**config.mk**
```make
export PLATFORM = sky130hd
export DESIGN_NAME = relu_drain_ctrl
export DESIGN_NICKNAME = d
export VERILOG_FILES = /design/src/rtl/relu_drain_ctrl.sv
export SDC_FILE = /design/constraint.sdc
export NUM_CORES = 1
export LEC_CHECK = 0
export BUFFER_PORTS_ARGS = -buffer_cell sky130_fd_sc_hd__buf_2
export CAP_MARGIN = 20
export CELL_PAD_IN_SITES_DETAIL_PLACEMENT = 1
export CELL_PAD_IN_SITES_GLOBAL_PLACEMENT = 1
export CORE_AREA = 2 2 125 127
export CTS_BUF_LIST = sky130_fd_sc_hd__clkbuf_16
export CTS_CLUSTER_DIAMETER = 30
export DETAILED_ROUTE_END_ITERATION = 10
export DIE_AREA = 0 0 127 129
export PLACE_DENSITY = 0.77
export SLEW_MARGIN = 30
export SYNTH_ARGS = -nofsm -noshare
export SYNTH_HDL_FRONTEND = slang
export SYNTH_SLANG_ARGS = --single-unit
```
**constraint.sdc**
```tcl
create_clock -name clk -period 2.2 [get_ports clk]
set_input_delay 0.11 -clock clk [delete_from_list [all_inputs] [get_ports clk]]
set_output_delay 0.11 -clock clk [all_outputs]
set_load 0.03 [all_outputs]
```
**src/rtl/relu_drain_ctrl.sv**
```systemverilog
// Drains one tile of psum results through the shared ReLU/requant unit and
// packs PACK requantised bytes per output word onto a valid/ready stream.
module relu_drain_ctrl #(
    parameter int unsigned BUF_WIDTH  = 26,
    parameter int unsigned OUT_WIDTH  = 8,
    parameter int unsigned ADDR_WIDTH = 10,
    parameter int unsigned LEN_WIDTH  = 11,
    parameter int unsigned PACK       = 4
) (
    input  logic                      clk,
    input  logic                      rst_n,
    input  logic                      start,
    input  logic [ADDR_WIDTH-1:0]     base_addr,
    input  logic [LEN_WIDTH-1:0]      len,
    output logic                      busy,
    output logic                      done,
    output logic                      psum_rd_en,
    output logic [ADDR_WIDTH-1:0]     psum_rd_addr,
    input  logic [BUF_WIDTH-1:0]      psum_rd_data,
    output logic [BUF_WIDTH-1:0]      relu_ifm,
    input  logic [OUT_WIDTH-1:0]      relu_ofm,
    output logic                      out_valid,
    input  logic                      out_ready,
    output logic [PACK*OUT_WIDTH-1:0] out_data,
    output logic                      out_last
);

    localparam int unsigned FillW = $clog2(PACK + 1);
    localparam logic [FillW-1:0] PackF = FillW'(PACK);
    localparam logic [FillW:0]   PackU = (FillW + 1)'(PACK);

    typedef enum logic [1:0] {StIdle, StRun, StDrain, StDone} state_e;

    state_e                    r_state;
    logic [ADDR_WIDTH-1:0]     r_base;
    logic [LEN_WIDTH-1:0]      r_len;
    logic [LEN_WIDTH-1:0]      r_issued;
    logic [1:0]                r_vld;
    logic [FillW-1:0]          r_fill;
    logic [PACK*OUT_WIDTH-1:0] r_lanes;
    logic [PACK*OUT_WIDTH-1:0] r_out_data;
    logic                      r_out_valid;
    logic                      r_out_last;
    logic                      r_busy;
    logic                      r_done;

    logic [FillW:0] w_used;
    logic           w_rd_en;
    logic           w_final;
    logic           w_word_rdy;
    logic           w_xfer;

    // Credit: reads in flight plus filled lanes never exceed one word.
    assign w_used     = (FillW + 1)'(r_fill) + (FillW + 1)'(r_vld[0]) + (FillW + 1)'(r_vld[1]);
    assign w_rd_en    = (r_state == StRun) && (r_issued != r_len) && (w_used < PackU);
    assign w_final    = (r_issued == r_len) && (r_vld == 2'b00);
    assign w_word_rdy = (r_fill == PackF) || (w_final && (r_fill != '0));
    assign w_xfer     = w_word_rdy && (!r_out_valid || out_ready);

    assign psum_rd_en   = w_rd_en;
    assign psum_rd_addr = r_base + ADDR_WIDTH'(r_issued);
    assign relu_ifm     = psum_rd_data;
    assign busy         = r_busy;
    assign done         = r_done;
    assign out_valid    = r_out_valid;
    assign out_data     = r_out_data;
    assign out_last     = r_out_last;

    always_ff @(posedge clk or negedge rst_n) begin
        if (!rst_n) begin
            r_state     <= StIdle;
            r_base      <= '0;
            r_len       <= '0;
            r_issued    <= '0;
            r_vld       <= '0;
            r_fill      <= '0;
            r_lanes     <= '0;
            r_out_data  <= '0;
            r_out_valid <= 1'b0;
            r_out_last  <= 1'b0;
            r_busy      <= 1'b0;
            r_done      <= 1'b0;
        end else begin
            r_done <= 1'b0;
            r_vld  <= {r_vld[0], w_rd_en};
            if (w_rd_en) begin
                r_issued <= r_issued + LEN_WIDTH'(1);
            end

            // Credit guarantees a capture never coincides with a full-lane transfer.
            if (w_xfer) begin
                r_lanes <= '0;
                r_fill  <= '0;
            end else if (r_vld[1]) begin
                for (int k = 0; k < PACK; k++) begin
                    if (r_fill == FillW'(k)) begin
                        r_lanes[k*OUT_WIDTH +: OUT_WIDTH] <= relu_ofm;
                    end
                end
                r_fill <= r_fill + FillW'(1);
            end

            if (w_xfer) begin
                r_out_data  <= r_lanes;
                r_out_valid <= 1'b1;
                r_out_last  <= w_final;
            end else if (out_ready) begin
                r_out_valid <= 1'b0;
                r_out_last  <= 1'b0;
            end

            case (r_state)
                StIdle: begin
                    if (start) begin
                        r_base   <= base_addr;
                        r_len    <= len;
                        r_issued <= '0;
                        r_busy   <= 1'b1;
                        if (len == '0) begin
                            r_state <= StDone;
                            r_done  <= 1'b1;
                        end else begin
                            r_state <= StRun;
                        end
                    end
                end
                StRun: begin
                    if (w_rd_en && (r_issued == r_len - LEN_WIDTH'(1))) begin
                        r_state <= StDrain;
                    end
                end
                StDrain: begin
                    if (r_out_valid && r_out_last && out_ready) begin
                        r_state <= StDone;
                        r_done  <= 1'b1;
                    end
                end
                StDone: begin
                    r_state <= StIdle;
                    r_busy  <= 1'b0;
                end
                default: r_state <= StIdle;
            endcase
        end
    end

endmodule

```
Yosys cells after proc, flatten, opt, wreduce, memory -nomap -nowiden
Cells that the tools add are included.
Widths: inputs -> output; s select.
Operators by class
  add/subtract/negate cells: 6
  multipliers: 0
  div/mod/pow operators: 0
  magnitude comparators: 1
  equal/unequal tests: 13
  shift-type cells: 0
  mux-type cells: 25
  bitwise gates (word level): 0
  reductions and logical operators: 30
Operators by type and width (count)
  $mux 32: 2
  $mux 11: 3
  $mux 8: 4
  $eq 11x11->1: 2
  $reduce_bool 2->1: 7
  $reduce_and 2->1: 6
  $add 11x1->11 const B: 1
  $logic_not 11->1: 1
  $ne 11x11->1: 1
  $sub 11x1->11 const B: 1
  $add 10x10->10: 1
  $logic_and 1x1->1: 8
  $mux 2: 4
  $pmux 2 s4: 1
  $mux 1: 7
  $eq 3x2->1 const B: 2
  $mux 3: 2
  $add 3x1->4: 1
  $add 4x1->4: 1
  $eq 2x2->1 const B: 2
  $logic_not 2->1: 2
  $lt 4x3->1 const B: 1
  $ne 2x2->1 const B: 2
  $pmux 1 s2: 2
  other kinds (10): 11
Word-level totals
  register bits after elaboration: 107
  latch bits: 0
  RAM bits: 0
  bits in read-only memories: 0
  input bits: 59
  output and inout port bits: 73
  word-level logic and storage cells: 90
  memories: 0

Longest topological paths before layout
Gate-level depths: netlist of the first run.
  depth after elaboration: 7
  mapped depth: 10
  mapped depth without buffers: 10

Least setup slack after synthesis of the first run
OpenSTA, ideal clock, no wires.
  path type: register -> output
  from: register r_issued[0]
  to: output port psum_rd_addr[8]
  data arrival time: 2250 ps
  data required time: 2090 ps
  slack: -160 ps
  cell stages (with the launch flop): 11
  path buffers: 0
  cell sequence: dfrtp_1 -> ha_1 -> inv_1 -> fa_1 -> inv_1 -> a21oi_1 -> o21bai_1 -> a21o_1 -> a21oi_1 -> o21ai_0 -> xor2_1
On the way
  word-level cells in the longest chain between the ends: 1
Ends and longest elaborated chain
  start, declared: RTL line 37  | logic [LEN_WIDTH-1:0] r_issued;
  start signal, assigned: RTL line 87  | r_issued <= r_issued + LEN_WIDTH'(1);
  $add 10x10->10: RTL line 61  | assign psum_rd_addr = r_base + ADDR_WIDTH'(r_issued);
  end, declared: RTL line 18  | output logic [ADDR_WIDTH-1:0] psum_rd_addr,
No other way between the ends.

Final worst setup path of the first run
  from: register r_issued[1]
  to: output port psum_rd_addr[9]
Same word-level chain as after synthesis.

==> out/metrics.yaml, run 1 <==
status: "finished, violations left"
violations: "negative setup slack"
preCtsSetupSlack_ns: -0.231
cts_htree_levels: 3
syn_nets: 626
clock_skew_ns: 0.0119
drc: 0
ys_seq_area_share_pct: 49.2
num_rows: 45
finalNetCount: 772
finalSetupViolCount: 74
cellLeakagePower_nw: 3.72
synth_top_area_share_pct: 49.2
async_reset_ff_share_pct: 100
pin_count: 132
slew-limit-headroom_pct: 54.0
grt_antenna_before_repair: 0
drv_cap: 0
syn_inst: 545
fmax_mhz: 388
num_vias: 4493
postSynthAreaPerCell_sq_um: 9.99
powerDensity_mw_per_mm2: 1480
cts_tree: "done"
grt_pass1_wl_um: 25900
drtIter0Drc: 226
grt_pass1_vias: 5015
fin_util_pct: 50.7
min_period_ns: 2.58
syn_area_sq_mm: 0.00545
cts_root_buffer: "clkbuf_16"
ys_types: 44
crit_path_start_kind: "flop"
cts.sinks: 107
die_area_sq_mm: 0.0164
maxSlewViolCount: 0
wl_per_cell_um: 18.7
grt_overflow: 0
cp_max_fo: 2
drt_pass1_iterations: 4
antenna_cells: 0
synthFlopType: "dfrtp_1"
rsz0062_at_grt: "yes"
clk_pin_slew_ns: 0.07
antenna_left: 0
wirelength_um: 16500
portBuffers: 79
setup-tns-final_ns: -16.29
cp-end-kind: "output pin"
critPathKind: "flop to output pin"
ir_drop_mv: 0.773
hp-class: "input pin to flop"
synth-edff-count: 0
finalPower_w: 0.0112
cp.arrival_ns: 2.47
finalHoldWorstSlack_ns: 0.0119
finalWeightedCongestion: 0.861
dp_hpwl_um: 10300
ys_seq_elements: 107
cts_buffers: 9
die_w_um: 127
fin_crit_sh_pct: 117
core_sq_mm: 0.0150
clock_path_buffers: 2
layout_common_cells: "109 x nand2_1, 106 x dfrtp_1, 72 x buf_2"
drive_gt1_share_pct: 40.1
die_y_um: 129
final_common_cell: "nand2_1"
grt_max_degree: 44
floorplan.initialDensity_pct: 36.4
worst_pin_slew_ns: 0.689
fin_ws_ns: -0.380
groute.usage.overall_pct: 20.3
viasPerCell: 5.08
areaGrowthSynthToFinish_pct: 39.4
clk_latency_ns: 0.37
synth_warnings: 0
hold_violations: 0
synthTopCellsByArea: "dfrtp_1 49%, nand2_1 7.5%, mux2_2 6.4%, ha_1 4.8%, buf_4 4.1%"
yosysTopAreaCell: "dfrtp_1"
worstPathRequired_ns: 2.09
==> metal layers <==
layer | track usage (%) | wire length [um] | vias up
met5 | 0 | 0 | -
met4 | 7.11 | 474 | 0
met3 | 5.24 | 652 | 38
met2 | 38.4 | 8960 | 119
met1 | 22.0 | 6450 | 2239
li1 | - | - | 2097
==> cell families (layout without fill, tap and decap cells) <==
kind of cell / after synthesis / after routing / synth area share, %
adders and majority gates: 22 / 22 / 5.19
buffers and inverters: 73 / 224 / 7.83
and+or+nand+nor: 200 / 200 / 16.7
DFF: 107 / 107 / 49.2
muxes: 41 / 41 / 8.27
xor gates and xnor gates: 37 / 37 / 5.95
AOI/OAI and AO/OA: 65 / 65 / 6.87
==> final timing paths <==
path	to	cells after the start	start	slack (ns)
min in group asynchronous	out_data[19]	2	rst_n	0.28
worst max register to register	out_data[21]	11	r_len[10]	-0.33
worst min register to register	r_vld[1]	0	r_vld[0]	0.42
worst max-delay path	psum_rd_addr[9]	9	r_issued[1]	-0.38
worst min-delay path	r_base[1]	3	base_addr[1]	0.01
max in group asynchronous	r_len[2]	3	rst_n	1.14
==> report_power, final <==
part | total, W | switching, W | internal, W | leakage, nW
registers | 0.00328 | 0.000558 | 0.00272 | 1.43
clock network | 0.00167 | 0.000780 | 0.000892 | 0.143
logic | 0.00625 | 0.00340 | 0.00285 | 2.15
total | 0.0112 | 0.00474 | 0.00647 | 3.72
==> synthesized netlist by cell type (2+ instances only) <==
cell type / instances
o21bai_1: 2
o21ai_0: 9
xnor2_1: 15
mux2_2: 31
buf_6: 5
a21oi_1: 43
xor2_1: 22
inv_1: 22
mux2i_1: 9
ha_1: 21
buf_1: 3
clkbuf_1: 10
buf_4: 30
nand4_1: 9
and3_1: 2
dfrtp_1: 107
a21o_1: 3
nor2_1: 23
nand3_1: 37
nor4_1: 7
nand2_1: 109
nor3_1: 4
==> sequential cells by signal, indices dropped and copies added, names as in the netlist <==
signal,flops
out_data,32
r_fill,3
done,1
r_base,10
out_last,1
r_lanes,32
out_valid,1
r_vld,2
r_state,2
r_len,11
r_issued,11
busy,1
==> stage by stage <==
step | cells | area [sq um]
final | 884 | 7590
after global routing | 884 | 7590
after CTS | 878 | 7120
after detailed placement | 815 | 6190
after global placement | 815 | 6190
after floorplan | 545 | 5480
==> layout make-up <==
cell class / count / area, sq um
Fill cell: 1659 / 7390
Tap cell: 188 / 235
Timing Repair Buffer: 185 / 1520
Inverter: 23 / 88.8
Clock inverter: 7 / 73.8
Clock buffer: 9 / 225
Multi-Input combinational cell: 365 / 2770
Sequential cell: 107 / 2680
==> what timing repair did <==
item	4_1_cts	5_1_grt
buffers inserted	21	14
hold buffers	21	1
resized for setup	46	101
pin swaps	15	9
gates cloned	5	2
endpoints found under the setup margin	65	77
hold endpoints to repair	60	1
==> critical path: stages, from the launching register on <==
cell and delay [ns]:
dfrtp_1 0.39, ha_1 0.30, a21o_1 0.17, a21oi_2 0.15, o21bai_2 0.12, a2111oi_4 0.34, o31ai_1 0.15, a21oi_2 0.20
xnor2_2 0.14, buf_6 0.15
Note: power is estimated with default switching activity, not from simulation.
==> run 2, diff against run 1 <==
--- a/config.mk
+++ b/config.mk
@@ -5,7 +5,7 @@
 export SDC_FILE = /design/constraint.sdc
 export NUM_CORES = 1
 export LEC_CHECK = 0
-export BUFFER_PORTS_ARGS = -buffer_cell sky130_fd_sc_hd__buf_2
+export BUFFER_PORTS_ARGS = -buffer_cell sky130_fd_sc_hd__buf_4
 export CAP_MARGIN = 20
 export CELL_PAD_IN_SITES_DETAIL_PLACEMENT = 1
 export CELL_PAD_IN_SITES_GLOBAL_PLACEMENT = 1
@@ -14,6 +14,7 @@
 export CTS_CLUSTER_DIAMETER = 30
 export DETAILED_ROUTE_END_ITERATION = 10
 export DIE_AREA = 0 0 127 129
+export GPL_ROUTABILITY_DRIVEN = 0
 export PLACE_DENSITY = 0.77
 export SLEW_MARGIN = 30
 export SYNTH_ARGS = -nofsm -noshare
==> run 2 against run 1 <==
Against the previous run: the flow still finishes with violations (negative setup slack); sequential power hardly changed; non-clock buffer count shrank 12; clock power shrank 5%; combinational power is 0.6% lower; critical path depth is the same; routed wire length is 4.7% lower; worst setup slack lost 0.024 ns; critical path type unchanged; final area about the same; largest power group unchanged; hold slack improved by 0.039 ns; die area unchanged; flip-flop and latch count did not move.
==> out/metrics.yaml, run 2 (synthesis gave the netlist of run 1 again) <==
drive_gt1_share_pct: 38.9  # -1.2 points
groute.usage.overall_pct: 17.9  # -2.4 points
worstPathRequired_ns: 2.09  # about the same
clockPowerShare_pct: 14.3  # -0.6 points
cp_slowest_cell: "dfrtp_1"
comb_power_share_pct: 56.1  # +0.3 points
powerDensity_mw_per_mm2: 1460  # -1.3%
grt_pass1_vias: 4610  # -8.1%
drv_cap: 0  # unchanged
rsz0062_at_grt: "yes"
cp_max_fo: 2  # unchanged
antenna_cells: 0  # unchanged
grt_pass1_wl_um: 23200  # -10%
finalSetupViolCount: 39  # -47%
slew-limit-headroom_pct: 53.6  # -0.40 points
cellLeakagePower_nw: 3.69  # -0.87%
multiInputGateArea_sq_mm: 0.00276  # -0.45%
antenna_left: 0  # unchanged
areaGrowthSynthToFinish_pct: 39.3  # about the same
cp.arrival_ns: 2.49  # +0.02 ns
grt_max_degree: 50  # +14%
die_area_sq_mm: 0.0164  # unchanged
finalHoldWorstSlack_ns: 0.0507  # +0.0387 ns
cts.sinks: 107  # unchanged
fill_cells: 1621  # -2.3%
crit_path_start_kind: "flop"
stdcell_count: 872  # -1.4%
min_period_ns: 2.60  # +0.0240 ns
portBuffers: 79  # unchanged
die_w_um: 127  # unchanged
ir_drop_mv: 0.581  # -25%
drt_pass1_iterations: 4  # unchanged
critPathKind: "flop to output pin"
core_sq_mm: 0.0150  # unchanged
cts_tree: "done"
grt_antenna_before_repair: 0  # unchanged
hold_violations: 0  # unchanged
setup-tns-final_ns: -4.19  # +12.09 ns
viasPerCell: 5.11  # +0.56%
dp_cells: 812  # -0.37%
p_int_w: 0.00641  # -0.93%
final_area_sq_mm: 0.00759  # about the same
seq_power_share_pct: 29.6  # +0.3 points
grt_overflow: 0  # unchanged
placed_area_sq_mm: 0.00638  # +3.0%
drc: 0  # unchanged
p_sw_share_pct: 42.1  # -0.22 points
wirelength_um: 15800  # -4.7%
finalNetCount: 760  # -1.6%
switchingPower_w: 0.00466  # -1.8%
slowest_delay_ns: 0.38  # about the same
cts_htree_levels: 3  # unchanged
clock_skew_ns: 0.0108  # -0.00110 ns
fin_crit_sh_pct: 118  # +1.1 points
hp-class: "input pin to flop"
fin_ws_ns: -0.404  # -0.0240 ns
cts_root_buffer: "clkbuf_16"
status: "finished, violations left"
pin_count: 132  # unchanged
die_y_um: 129  # unchanged
clk_latency_ns: 0.36  # about the same
seqCellArea_sq_mm: 0.00268  # about the same
num_rows: 45  # unchanged
clock_path_buffers: 2  # unchanged
violations: "negative setup slack"
clk_pin_slew_ns: 0.07  # about the same
cp_top_family: "compound AO/OA/AOI/OAI gates"
path_cells: "ha_1 -> a21o_1 -> a21oi_2 -> o21bai_2 -> a2111oi_4 -> o31ai_1 -> a21oi_1 -> xnor2_2 -> buf_6"
fmax_mhz: 384  # -0.92%
worst_pin_slew_ns: 0.695  # +0.00593 ns
layout_common_cells: "129 x buf_4, 109 x nand2_1, 107 x dfrtp_1"
num_vias: 4457  # -0.80%
floorplan.initialDensity_pct: 36.4  # unchanged
cp-end-kind: "output pin"
final_common_cell: "buf_4"
cts_buffers: 9  # unchanged
drtIter0Drc: 152  # -33%
dp_hpwl_um: 10000  # -2.6%
path_buf_inv: 1  # unchanged
maxSlewViolCount: 0  # unchanged
wl_per_cell_um: 18.1  # -3.4%
-- run 2: changes by cell type in the layout (fill, tap and decap cells not counted), sizes merged --
cell,previous run,this run
buf,161,145
clkbuf,11,14
bufinv,1,0
clkinv,2,3
clkinvlp,1,0
dlygate4sd3,22,23
inv,26,27
-- run 2: per-stage QoR --
| step | setup WS, ns | power (W) | utilization, % |
|---|---|---|---|
| after detailed placement | -0.216 | 0.00825 | 42.6 |
| after global placement | -0.147 | 0.00801 | 42.6 |
| after floorplan | -0.0851 | 0.00642 | - |
| after global routing | -0.542 | 0.0117 | 50.7 |
| after CTS | -0.423 | 0.0101 | 46.9 |
| final | -0.404 | 0.0111 | 50.7 |
-- run 2: power groups by stage --
stage / sequential (W) / clock, W / combinational (W)
floorplan: 0.00372 / 0 / 0.00270
global placement: 0.00321 / 0 / 0.00480
detailed placement: 0.00327 / 0 / 0.00498
CTS: 0.00324 / 0.00162 / 0.00522
global route: 0.00336 / 0.00170 / 0.00668
finish: 0.00328 / 0.00158 / 0.00621
-- run 2: path summary, 6_finish.rpt --
path	to	depth (start not counted)	slack, ns	startpoint
worst max-delay path	psum_rd_addr[9]	9	-0.40	r_base[1]
worst min-delay path	r_lanes[11]	3	0.05	relu_ofm[3]
worst max register to register	out_data[2]	10	-0.11	r_issued[6]
worst min register to register	r_vld[1]	0	0.41	r_vld[0]
max in group asynchronous	r_len[9]	3	1.14	rst_n
min in group asynchronous	out_data[21]	2	0.31	rst_n
-- run 2: repair_timing --
item                                    in CTS  in global routing
buffers inserted                             5                 11
gates cloned                                 0                  7
hold buffers                                23                  0
hold endpoints to repair                    69                  0
pin swaps                                   11                 12
gates resized for setup                     27                 85
endpoints found under the setup margin      73                 73
-- run 2: area by class of cell --
type | instances | area share (%)
inverters | 23 | 1.17
clock inverters | 7 | 0.742
multi-input cells | 365 | 36.4
flip-flops and latches | 107 | 35.3
well taps | 188 | 3.10
clock buffers | 9 | 2.97
repair buffers | 173 | 20.4
-- run 2: routing by layer --
metal	GRT usage (%)	share of wire, %	vias up
met5	0	0	-
met4	4.01	0.89	0
met3	4.70	4.0	19
met2	33.2	54	109
met1	20.9	42	2259
li1	-	-	2070
-- run 2: tightest hold or removal path, delay by kind of cell --
family	cells	cell delay (ns)
simple gates	1	0.08
buf+inv	1	0.14
compound gates	1	0.05
==> run 3, diff against run 2 <==
--- a/config.mk
+++ b/config.mk
@@ -7,15 +7,13 @@
 export LEC_CHECK = 0
 export BUFFER_PORTS_ARGS = -buffer_cell sky130_fd_sc_hd__buf_4
 export CAP_MARGIN = 20
-export CELL_PAD_IN_SITES_DETAIL_PLACEMENT = 1
-export CELL_PAD_IN_SITES_GLOBAL_PLACEMENT = 1
-export CORE_AREA = 2 2 125 127
+export CORE_AREA = 2 2 109 111
 export CTS_BUF_LIST = sky130_fd_sc_hd__clkbuf_16
 export CTS_CLUSTER_DIAMETER = 30
 export DETAILED_ROUTE_END_ITERATION = 10
-export DIE_AREA = 0 0 127 129
+export DIE_AREA = 0 0 111 113
 export GPL_ROUTABILITY_DRIVEN = 0
-export PLACE_DENSITY = 0.77
+export PLACE_DENSITY = 0.78
 export SLEW_MARGIN = 30
 export SYNTH_ARGS = -nofsm -noshare
 export SYNTH_HDL_FRONTEND = slang
==> run 3 against run 2 <==
Against the previous run: non-clock buffer count unchanged; critical path type unchanged; core utilization increased by 16 points; via count decreased by 0.54%; critical endpoint unchanged; clock power about the same; the flow still finishes with violations (negative setup slack); critical path depth unchanged; routed wire length decreased by 10%.
==> out/metrics.yaml, run 3 (synthesis gave the netlist of run 1 again) <==
hold_violations: 0  # unchanged
die_y_um: 113  # -12%
hp-start: "len[0]"
crit_path_start_kind: "flop"
dp_hpwl_um: 8880  # -11%
layout_common_cells: "121 x buf_4, 109 x nand2_1, 107 x dfrtp_1"
fin_util_pct: 66.2  # +16 points
cts_buffers: 9  # unchanged
fin_ws_ns: -0.434  # -0.0303 ns
grt_pass1_vias: 4648  # +0.82%
antenna_cells: 0  # unchanged
cp-end-kind: "output pin"
fin_crit_sh_pct: 120  # +1.4 points
grt_max_degree: 47  # -6.0%
finalSetupViolCount: 57  # +46%
startpoint: "r_issued[1]"
num_vias: 4433  # -0.54%
die_area_sq_mm: 0.0125  # -23%
areaGrowthSynthToFinish_pct: 37.0
placed_area_sq_mm: 0.00630  # -1.2%
maxSlewViolCount: 0  # unchanged
cellLeakagePower_nw: 3.68  # -0.18%
r2r_start: "r_issued[10]"
groute.usage.overall_pct: 22.5  # +4.6 points
final_common_cell: "buf_4"
cts.sinks: 107  # unchanged
finalNetCount: 760  # unchanged
cp.arrival_ns: 2.52  # +0.03 ns
antenna_left: 0  # unchanged
setup-tns-final_ns: -8.04  # -3.85 ns
viasPerCell: 5.36  # +4.9%
worst_pin_slew_ns: 0.668  # -0.0268 ns
num_rows: 39  # -13%
clock_skew_ns: 0.00762  # -0.00323 ns
final_area_sq_mm: 0.00746  # -1.7%
grt_pass1_wl_um: 22500  # -3.0%
wirelength_um: 14100  # -10%
grt_overflow: 0  # unchanged
portBuffers: 79  # unchanged
fill_cells: 827  # -49%
clk_pin_slew_ns: 0.07  # about the same
cts_tree: "done"
cts_htree_levels: 3  # unchanged
floorplan.initialDensity_pct: 48.3  # +12 points
drtIter0Drc: 166  # +9.2%
die_w_um: 111  # -13%
drv_cap: 0  # unchanged
cts_root_buffer: "clkbuf_16"
status: "finished, violations left"
worstPathRequired_ns: 2.09  # about the same
slew-limit-headroom_pct: 55.3  # +1.8 points
rsz0062_at_grt: "yes"
cp_max_fo: 2  # unchanged
hp-class: "input pin to flop"
fmax_mhz: 380  # -1.1%
wl_per_cell_um: 17.1  # -5.3%
clock_path_buffers: 2  # unchanged
drive_gt1_share_pct: 36.0  # -2.9 points
drc: 0  # unchanged
min_period_ns: 2.63  # +0.0303 ns
drt_pass1_iterations: 4  # unchanged
clk_latency_ns: 0.35  # about the same
ir_drop_mv: 0.891  # +53%
core_sq_mm: 0.0113  # -25%
critPathKind: "flop to output pin"
grt_antenna_before_repair: 0  # unchanged
violations: "negative setup slack"
powerDensity_mw_per_mm2: 1450  # -0.69%
pin_count: 132  # unchanged
-- run 3: metrics by stage --
stage               hold WS (ns)  setup slack, ns  power, W  std cells
floorplan                 -0.186          -0.0851   0.00642        545
global placement          0.0862           -0.112   0.00789        764
detailed placement         0.100           -0.174   0.00809        764
CTS                      0.00807           -0.415    0.0105        828
global route              0.0317           -0.516    0.0114        827
finish                    0.0167           -0.434    0.0108        827
-- run 3: cell type report --
type | instances | area, sq um | share of cell area (%)
inverters | 23 | 86.3 | 1.16
well taps | 143 | 179 | 2.40
multi-input cells | 365 | 2640 | 35.3
clock buffers | 9 | 225 | 3.02
clock inverters | 7 | 58.8 | 0.788
repair buffers | 173 | 1600 | 21.4
flip-flops and latches | 107 | 2680 | 35.9
-- run 3: final timing paths --
path	end	slack, ns	cells past startpoint
worst max-delay path	psum_rd_addr[9]	-0.43	9
worst min-delay path	r_len[0]	0.02	3
worst max register to register	out_data[15]	-0.21	11
worst min register to register	r_vld[1]	0.41	0
max in group asynchronous	r_len[1]	1.16	3
min in group asynchronous	out_data[22]	0.25	2
-- run 3: metal layers --
metal  track usage, %  routed length [um]  part of all wire (%)
met4             8.17                 318                   2.2
met1             25.4                5710                    40
met5                0                   0                     0
met3             4.61                 672                   4.7
met2             42.2                7450                    53
-- run 3: power by group --
part           internal, W  leakage, nW  switching (W)
sequential         0.00272         1.43       0.000551
clock             0.000787        0.134       0.000774
combinational      0.00282         2.12        0.00315
-- run 3: what timing repair did --
item | 4_1_cts | 5_1_grt
gates resized for setup | 67 | 40
hold buffers | 22 | 0
hold endpoints to repair | 54 | 0
buffers inserted | 22 | 6
endpoints found under the setup margin | 63 | 75
cloned | 4 | 2
pin swaps | 13 | 16
-- run 3: critical path, cell delays in order (launching register included) --
cell       delay [ns]
dfrtp_1          0.39
ha_1             0.29
a21o_1           0.18
a21oi_2          0.18
o21bai_2         0.12
a2111oi_4        0.41
o31ai_2          0.11
a21oi_2          0.20
xnor2_2          0.14
buf_6            0.15
